--- src/rtl/proc_pkg.sv ---
// rtl/proc_pkg.sv - shared state, phase and width constants for the processor core
package proc_pkg;

  localparam int CNT_W_DEF = 16;

  typedef enum logic [2:0] {
    S_IDLE   = 3'd0,
    S_FETCH  = 3'd1,
    S_DECODE = 3'd2,
    S_EXEC   = 3'd3,
    S_COMMIT = 3'd4,
    S_HALTED = 3'd5,
    S_HOLD   = 3'd6
  } state_t;

  localparam logic [1:0] PH_FETCH  = 2'b00;
  localparam logic [1:0] PH_DECODE = 2'b01;
  localparam logic [1:0] PH_EXEC   = 2'b10;
  localparam logic [1:0] PH_COMMIT = 2'b11;

endpackage

--- src/rtl/fetch_exec_sequencer.sv ---
// rtl/fetch_exec_sequencer.sv - FETCH/DECODE/EXEC/COMMIT sequencer with PC/IR strobes and retire counter
// Optional feature macro: SINGLE_STEP_EN (adds step input and a COMMIT-hold state).
module fetch_exec_sequencer
  import proc_pkg::*;
#(
  parameter int CNT_W = CNT_W_DEF
) (
  input  logic             clk,
  input  logic             reset,
  input  logic             start,
  input  logic             mem_busy,
  input  logic             halt_ins,
  input  logic             jump_taken,
`ifdef SINGLE_STEP_EN
  input  logic             step,
`endif
  output logic [1:0]       phase,
  output logic             ir_load,
  output logic             exec_en,
  output logic             pc_load,
  output logic             pc_inc,
  output logic             running,
  output logic             done,
  output logic [CNT_W-1:0] retired
);

  state_t state, state_next;
  logic   step_rise;

`ifdef SINGLE_STEP_EN
  logic step_q;

  always_ff @(posedge clk or negedge reset) begin
    if (!reset) step_q <= 1'b0;
    else        step_q <= step;
  end

  assign step_rise = step & ~step_q;
`else
  assign step_rise = 1'b1;
`endif

  always_ff @(posedge clk or negedge reset) begin
    if (!reset) state <= S_IDLE;
    else        state <= state_next;
  end

  // Counts on the first COMMIT cycle only; the hold state never re-counts.
  always_ff @(posedge clk or negedge reset) begin
    if (!reset)
      retired <= '0;
    else if (state == S_COMMIT && retired != {CNT_W{1'b1}})
      retired <= retired + 1'b1;
  end

  always_comb begin
    state_next = state;
    phase      = PH_FETCH;
    ir_load    = 1'b0;
    exec_en    = 1'b0;
    pc_load    = 1'b0;
    pc_inc     = 1'b0;
    running    = 1'b0;
    done       = 1'b0;
    case (state)
      S_IDLE: begin
        if (start) state_next = S_FETCH;
      end
      S_FETCH: begin
        running = 1'b1;
        phase   = PH_FETCH;
        ir_load = ~mem_busy;
        if (!mem_busy) state_next = S_DECODE;
      end
      S_DECODE: begin
        running    = 1'b1;
        phase      = PH_DECODE;
        state_next = S_EXEC;
      end
      S_EXEC: begin
        running = 1'b1;
        phase   = PH_EXEC;
        exec_en = ~mem_busy;
        if (!mem_busy) state_next = S_COMMIT;
      end
      S_COMMIT: begin
        running = 1'b1;
        phase   = PH_COMMIT;
        // Halt wins over jump and leaves the PC on the END instruction.
        if (halt_ins) begin
          state_next = S_HALTED;
        end else begin
          pc_load    = jump_taken;
          pc_inc     = ~jump_taken;
          state_next = step_rise ? S_FETCH : S_HOLD;
        end
      end
      S_HOLD: begin
        running = 1'b1;
        phase   = PH_COMMIT;
        if (step_rise) state_next = S_FETCH;
      end
      S_HALTED: begin
        done = 1'b1;
      end
      default: state_next = S_IDLE;
    endcase
  end

endmodule

--- config.mk ---
export PLATFORM = sky130hd
export DESIGN_NAME = fetch_exec_sequencer
export DESIGN_NICKNAME = d
export VERILOG_FILES = /design/src/rtl/proc_pkg.sv /design/src/rtl/fetch_exec_sequencer.sv
export SDC_FILE = /design/constraint.sdc
export NUM_CORES = 1
export LEC_CHECK = 0
export CELL_PAD_IN_SITES_DETAIL_PLACEMENT = 1
export CELL_PAD_IN_SITES_GLOBAL_PLACEMENT = 1
export CORE_MARGIN = 2
export CORE_UTILIZATION = 39
export CTS_CLUSTER_SIZE = 30
export DETAILED_ROUTE_END_ITERATION = 8
export PLACE_DENSITY = 0.92
export SETUP_SLACK_MARGIN = 0.1
export SLEW_MARGIN = 40
export SYNTH_ARGS = -nofsm -noshare
export SYNTH_HDL_FRONTEND = slang
export SYNTH_SLANG_ARGS = --single-unit
--- constraint.sdc ---
create_clock -name clk -period 4.3 [get_ports clk]
set_input_delay 0.86 -clock clk [delete_from_list [all_inputs] [get_ports clk]]
set_output_delay 0.86 -clock clk [all_outputs]
set_load 0.02 [all_outputs]
### Word-level counts from Yosys, hierarchy flattened

Cells that the tools add are included.

* $add $sub $neg: 1
* equality and inequality tests: 10
* muxes and demuxes: 14
* bitwise logic cells: 3
* reductions and logical operators: 5

Operator list (number)
* 3-bit case mux with 7 select lines: 1
* 16-bit by 1-bit adder with 16-bit output, second input constant: 1
* 16-bit != test, second input constant: 1
* 3-bit two-way mux: 4
* 3-bit equality test, second input constant: 3
* 1-bit two-way mux: 8
* 3-bit by 2-bit equality test with 1-bit output, second input constant: 2
* 2-bit != test, second input constant: 3
* 2-bit case mux with 3 select lines: 1
* 5-bit OR reduction: 1
* 4-bit AND reduction: 1
* 3-bit by 1-bit equality test with 1-bit output, second input constant: 1
* 3-bit zero test: 1
* 1-bit inverter: 3
* 2-bit OR reduction: 1
* 1-bit logical AND: 1

* register bits after elaboration: 19
* input port bits: 6
* output and inout port bits: 24
* logic and storage cells: 35

### Longest topological paths before layout

Gate-level depths: netlist of run 1.

* depth after elaboration: 3
* mapped depth: 6
* depth with buffers taken out: 5

### Least setup slack after synthesis of run 1

Ideal clock, no wire load.

* kind: register -> output
* from: register state[2]
* to: output pc_load
* arrival time: 1.612 ns
* required time: 3.440 ns
* slack: 1.828 ns
* cell stages (with the launch flop): 6
* path buffers: 3
* cell sequence: dfrtp_1 buf_6 or3b_1 buf_6 buf_8 nor3b_1

* longest elaborated chain between the ends: 2

Ends and longest elaborated chain
* start, declared: RTL line fetch_exec_sequencer.sv:27 `state_t state, state_next;`
* start signal, assigned: RTL line fetch_exec_sequencer.sv:45 `else state <= state_next;`
* 3-bit equality test: RTL line fetch_exec_sequencer.sv:65 `case (state)`
* 1-bit two-way mux: RTL line fetch_exec_sequencer.sv:65
* end, declared: RTL line fetch_exec_sequencer.sv:20 `output logic pc_load,`

No other way between the ends.

### Worst setup path after layout of run 1

* from: register state[0]
* to: output pc_load

Same word-level chain as after synthesis.

==> results of run 1 <==
[stage by stage]
step | util | std cells | worst slack, ps | hold WS [ps] | total power [mW]
final | 0.5185 | 158 | 960.7 | 476.2 | 0.6084
after floorplan | - | 99 | 1828 | 520.0 | 0.4217
after detailed placement | 0.5088 | 154 | 1131 | 529.8 | 0.5228
after global routing | 0.5185 | 158 | 823.4 | 494.4 | 0.6504
after global placement | 0.5065 | 153 | 1207 | 481.9 | 0.5093
after CTS | 0.5185 | 158 | 930.8 | 484.9 | 0.6165
[per-layer routing]
| layer | vias up | routed length, µm | track usage |
|---|---|---|---|
| met4 | 0 | 27 | 0.05980 |
| met3 | 2 | 127 | 0.04535 |
| met2 | 27 | 1337 | 0.3120 |
| li1 | 409 | - | - |
| met1 | 436 | 1028 | 0.1884 |
| met5 | - | 0 | 0 |
[worst reg2reg max path, cell delays in order (launching register included)]
cell	delay, ps
dfrtp_1	420
ha_1	240
nand4_2	260
nor4_4	610
buf_6	220
nor2_1	70
mux2_2	310
[power breakdown]
group          internal, mW  total [mW]  switching, mW
combinational         0.124       0.252          0.128
clock                0.0361      0.0911         0.0550
sequential            0.207       0.265         0.0580
[final timing paths]
kind	from	end	cells after the start
min reg2reg	retired[10]	retired[10]	1
min	reset	retired[11]	1
min in group clk	retired[10]	retired[10]	1
max in group asynchronous	reset	retired[6]	1
max	state[0]	pc_load	3
max reg2reg	retired[0]	retired[1]	6
[state kept, by name (all words and copies together) (netlist names)]
register,cells
retired,16
state,3
[cell type report]
class | count | area, µm²
Clock buffer | 4 | 26.28
Fill cell | 312 | 1305
Multi-Input combinational cell | 74 | 568.0
Sequential cell | 19 | 475.5
Tap cell | 31 | 38.79
Timing Repair Buffer | 30 | 296.5
[Yosys cell counts]
cell type,instances,share of area
a21o_1,2,0.014
nand3_1,4,0.018
mux2i_1,1,0.0091
a21oi_1,2,0.0091
xnor2_1,3,0.024
and3_2,1,0.0069
nor4b_2,1,0.014
nor4_4,3,0.058
nor3b_1,2,0.014
nor2_1,6,0.021
nor3_2,1,0.0091
buf_4,1,0.0069
nand4_1,4,0.023
ha_1,1,0.011
clkbuf_1,2,0.0069
nor2b_1,3,0.017
or3b_1,1,0.0080
dfrtp_1,19,0.43
nor3_1,6,0.027
mux2_2,1,0.010
or2_2,1,0.0057
xor2_1,13,0.10
a22o_1,1,0.0080
nand3_4,1,0.016
nand4_2,1,0.011
nand2_1,7,0.024
and3_1,1,0.0057
buf_6,2,0.021
buf_8,1,0.014
nor4_2,1,0.011
and2_1,1,0.0057
or4_4,1,0.010
nor4_1,4,0.023
[kinds of logic after synthesis]
kind of cell,Yosys count,synth area share
buffers and inverters,6,0.04794
AND/OR/NAND/NOR,50,0.3288
multiplexers,2,0.01941
flip-flops,19,0.4338
AO/OA/AOI/OAI,5,0.03082
XOR/XNOR,16,0.1279
adder cells (fa/ha/maj),1,0.01141
[placed cells by master (no fill, tap or decap), types with 2 or more instances in the layout]
cell and n:
clkdlybuf4s50_1 28, dfrtp_1 19, xor2_1 13, nand2_1 7, nor2_1 6, nor3_1 6, nand4_1 4, nor4_1 4
nand3_1 4, nor2b_1 3, nor4_4 3, xnor2_1 3, clkbuf_4 3, a21oi_1 2, nor3b_1 2, a21o_1 2
==> out/metrics.csv, run 1 <==
stage;metric;value;unit
run_status;outcome;complete, no violations;
routing;drcViolationCount;0;
placement;dpl.hpwl;1888;µm
clock_network;cts_max_level;1;
routing;ant_nets;0;
setup_path;path_delay_family;simple AND/OR/NAND/NOR gates;
timing;fmax;299.5;MHz
routing;vias;874;
setup_path;crit_buf_inv;1;
timing;setup_tns;0;ps
global_routing;grt_usage;0.1702;
synth;synth_cell_types;33;
synth;synthCells;99;
setup_path;cp.arrival;2480;ps
timing;fin_crit_sh;0.7766;
timing;slew_headroom;0.5309;
clock_network;insertion_delay;300;ps
min_path;holdCritPathClass;in -> async;
setup_path;cp.required;3440;ps
timing;hold_viol;0;
clock_network;ctsLongestPathBuffers;2;
power_and_ir_drop;leakage;0.6188;nW
layout;layout.nets;135;
synth;synth_seq_area_share;0.4338;
synth;synth_nets;106;
synth;ys_seq_elements;19;
setup_path;start_kind;flip-flop;
synth;syn_area;1096;µm²
global_routing;grt_pass1_wl;4291;µm
setup_path;critPathCaptureType;primary output;
global_routing;grt_pass1_vias;890;
layout;syn_to_final_growth;28.20;%
floorplan;ios;30;
synth;ys_warn_count;0;
flow_run;drv_cap;0;
clock_network;cts-root-buf;clkbuf_4;
clock_network;ctsHoldBuffers;0;
setup_path;critPathMaxFanout;16;
clock_network;numCtsBuffers;3;
floorplan;die-area;3251;µm²
setup_path;cp_slowest_cell;or3b_1;
layout;diodes;0;
routing;drt-total-wl;2521;µm
global_routing;grt_max_degree;20;
placement;gp_congestion;0.7485;
placement;numPortBuffers;29;
synth;avgSynthCellArea;11.07;µm²
setup_path;r2r_setup_slack;2070;ps
routing;viasPerCell;5.532;
clock_network;postCtsSetupBuffers;0;
routing;firstDrtPassIters;4;
global_routing;grt-ovfl-total;0;
timing;clock_skew;8.356;ps
timing;finalSetupViolCount;0;
power_and_ir_drop;power_per_cell_area;433.0;nW/µm²
placement;post_dp_cell_area;1379;µm²
layout;drive_above_1_share;0.1339;
clock_network;cts_tree;done;
setup_path;critPathMaxStageDelay;730;ps
floorplan;core-area;2710;µm²
setup_path;crit_chain;or3b_1 -> nor3b_1 -> clkdlybuf4s50_1;
timing;slew_violations;0;
layout;final_cell_area;1405;µm²
floorplan;chipWidth;57.02;µm
timing;rsz0062_at_grt;no;
floorplan;num_rows;19;
floorplan;die_h;57.02;µm
setup_path;path_class;reg -> out;
clock_network;clkTransAtPathRegs;110;ps
power_and_ir_drop;ir_drop;0.2801;mV
routing;detail_route.wl_per_cell;15.96;µm
routing;drt-initial-drc-count;22;
floorplan;initial_core_util;0.4044;
clock_network;cts_resized;0;
clock_network;clock-sinks;19;
global_routing;antenna_found_initial;0;
timing;worstMarginPinSlew;703.6;ps
timing;min_period;3339;ps
Note: power is estimated with default switching activity, not from simulation.
==> run 2: changes to the inputs <==
--- a/config.mk
+++ b/config.mk
@@ -8,10 +8,10 @@
 export CELL_PAD_IN_SITES_DETAIL_PLACEMENT = 1
 export CELL_PAD_IN_SITES_GLOBAL_PLACEMENT = 1
 export CORE_MARGIN = 2
-export CORE_UTILIZATION = 39
+export CORE_UTILIZATION = 33
 export CTS_CLUSTER_SIZE = 30
 export DETAILED_ROUTE_END_ITERATION = 8
-export PLACE_DENSITY = 0.92
+export PLACE_DENSITY = 0.84
 export SETUP_SLACK_MARGIN = 0.1
 export SLEW_MARGIN = 40
 export SYNTH_ARGS = -nofsm -noshare
==> constraint.sdc (replaced) <==
create_clock -name clk -period 2.7 [get_ports clk]
set_input_delay 0.54 -clock clk [delete_from_list [all_inputs] [get_ports clk]]
set_output_delay 0.54 -clock clk [all_outputs]
set_load 0.02 [all_outputs]
==> run 2 against run 1 <==
Worst hold slack worse by 310 ps. Wire length down 7.2%. Critical path depth up 1. Non-clock buffer count up 3. Highest routed layer unchanged. Worst setup slack worse by 800 ps. Cell area up 2.9%. Cell count up 10%. Sequential share of layout area down 0.88 points. Sequential power up 47%. Sequential cell count unchanged. Clock skew down 4.4 ps.
==> out/metrics.csv, run 2 (synthesized netlist as in run 1, its figures left out) <==
stage;metric;value;unit;change
run_status;outcome;complete, no violations;;
setup_path;r2r_setup_slack;740;ps;-1330 ps
power_and_ir_drop;leakage;0.6676;nW;+7.9%
layout;finish.utilization;0.4661;;-0.05234
routing;firstDrtPassIters;4;;unchanged
routing;detail_route.wl_per_cell;13.45;µm;-16%
layout;final_common_cell;clkdlybuf4s50_1;;
setup_path;cp.required;2160;ps;-1280 ps
routing;vias;860;;-1.6%
placement;gp_congestion;0.7540;;+0.73%
power_and_ir_drop;power_per_cell_area;688.0;nW/µm²;+59%
clock_network;clkTransAtPathRegs;110;ps;about the same
floorplan;core-area;3103;µm²;+14%
floorplan;chipWidth;61.63;µm;+8.1%
clock_network;cts_tree;done;;
layout;top_register;retired;;
layout;top_regs;retired x16, state x3;;
global_routing;grt_max_degree;20;;unchanged
layout;drive_above_1_share;0.1615;;+0.02768
layout;largest_register_ffs;16;;unchanged
global_routing;grt_usage;0.1424;;-0.02773
timing;setup_tns;0;ps;unchanged
power_and_ir_drop;ir_drop;0.3863;mV;+38%
clock_network;cts-root-buf;clkbuf_4;;
global_routing;grt_pass1_wl;4022;µm;-6.3%
clock_network;insertion_delay;300;ps;about the same
clock_network;ctsLongestPathBuffers;2;;unchanged
floorplan;die-area;3798;µm²;+17%
placement;dpl.hpwl;1759;µm;-6.8%
placement;numPortBuffers;29;;unchanged
min_path;holdCritPathClass;in -> async;;
global_routing;grt_pass1_vias;871;;-2.1%
layout;final_cell_mix;26 x clkdlybuf4s50_1, 18 x dfrtp_1, 13 x xor2_1;;
timing;fmax;393.2;MHz;
setup_path;r2r-end;retired[9];;
setup_path;r2r_start;retired[0];;
timing;worstMarginPinSlew;443.4;ps;-260.2 ps
routing;viasPerCell;4.943;;-11%
global_routing;grt-ovfl-total;0;;unchanged
clock_network;clock-sinks;19;;unchanged
routing;drt-total-wl;2340;µm;-7.2%
layout;syn_to_final_growth;31.96;%;
clock_network;numCtsBuffers;3;;unchanged
floorplan;ios;30;;unchanged
layout;layout.nets;138;;+2.2%
global_routing;antenna_found_initial;0;;unchanged
setup_path;critPathMaxFanout;4;;-12
setup_path;path_class;in -> out;;
routing;drt-initial-drc-count;31;;+41%
timing;clock_skew;3.972;ps;-4.384 ps
routing;drcViolationCount;0;;unchanged
floorplan;initial_core_util;0.3532;;-0.05121
timing;slew_headroom;0.7044;;+0.1734
timing;hold_viol;0;;unchanged
layout;diodes;0;;unchanged
clock_network;ctsHoldBuffers;0;;unchanged
setup_path;critPathCaptureType;primary output;;
setup_path;rr_worst_depth;6;;unchanged
timing;finalSetupViolCount;0;;unchanged
timing;slew_violations;0;;unchanged
timing;rsz0062_at_grt;no;;
floorplan;num_rows;20;;+1
routing;ant_nets;0;;unchanged
floorplan;die_h;61.63;µm;+8.1%
flow_run;drv_cap;0;;unchanged
setup_path;cp.arrival;2000;ps;-480 ps
setup_path;start_kind;input port;;
timing;min_period;2543;ps;
timing;fin_crit_sh;0.9418;;
clock_network;cts_max_level;1;;unchanged
## run 2: cell count changes in the layout (fill, tap and decap cells not counted)
cell | previous run | this run
buf_4 | 0 | 4
clkdlybuf4s50_1 | 28 | 26
dlymetal6s2s_1 | 0 | 2
buf_6 | 1 | 0
dfrtp_1 | 19 | 18
dfrtp_2 | 0 | 1
## run 2: layout make-up
cell class / count / area (µm²)
fill: 361 / 1657
multi-input combinational: 74 / 568.0
tap: 44 / 55.05
timing repair buffer: 33 / 320.3
sequential: 19 / 476.7
clock buffer: 4 / 26.28
## run 2: how the worst max path moves through the flow
stage | startpoint | to | slack, ps | cells after the start
after detailed placement | mem_busy | exec_en | 160 | 4
after CTS | state[2] | pc_load | 100 | 3
after floorplan | state[2] | pc_load | 550 | 5
after global routing | mem_busy | exec_en | 110 | 4
final | mem_busy | exec_en | 160 | 4
after global placement | mem_busy | exec_en | 250 | 4
## run 2: critical path: stages
cell             delay (ps)
clkdlybuf4s50_1         430
nor2_1                  230
and3_1                  190
clkdlybuf4s50_1         610
## run 2: stage by stage
step	instances	setup slack, ps	total power, mW	hold WS (ps)	instance area [µm²]
floorplan	99	548.2	0.6715	244.4	1096
global placement	170	247.3	0.8409	480.3	1419
detailed placement	170	158.4	0.8559	505.2	1414
CTS	174	103.5	1.004	178.4	1441
global route	174	106.1	1.068	176.8	1446
finish	174	157.1	0.9952	162.9	1446
## run 2: timing repair
action / 4_1_cts / 5_1_grt
endpoints found under the setup margin: 2 / 2
endpoints found under the hold margin: 0 / 0
setup buffers: 0 / 0
gates resized for setup: 1 / 2
## run 2: report_power, final
group	switching (mW)	internal, mW
registers	0.0573	0.331
clock network	0.0915	0.0576
logic	0.239	0.218
total	0.388	0.607
## run 2: metal layers
layer  share of wire  vias to the layer above  wire, µm  track usage
met5               0                        -         0            0
met4           0.015                        0        34      0.06383
met3           0.065                        4       151      0.03571
met2            0.45                       28      1058       0.2226
met1            0.47                      417      1096       0.1853
li1                -                      411         -            -
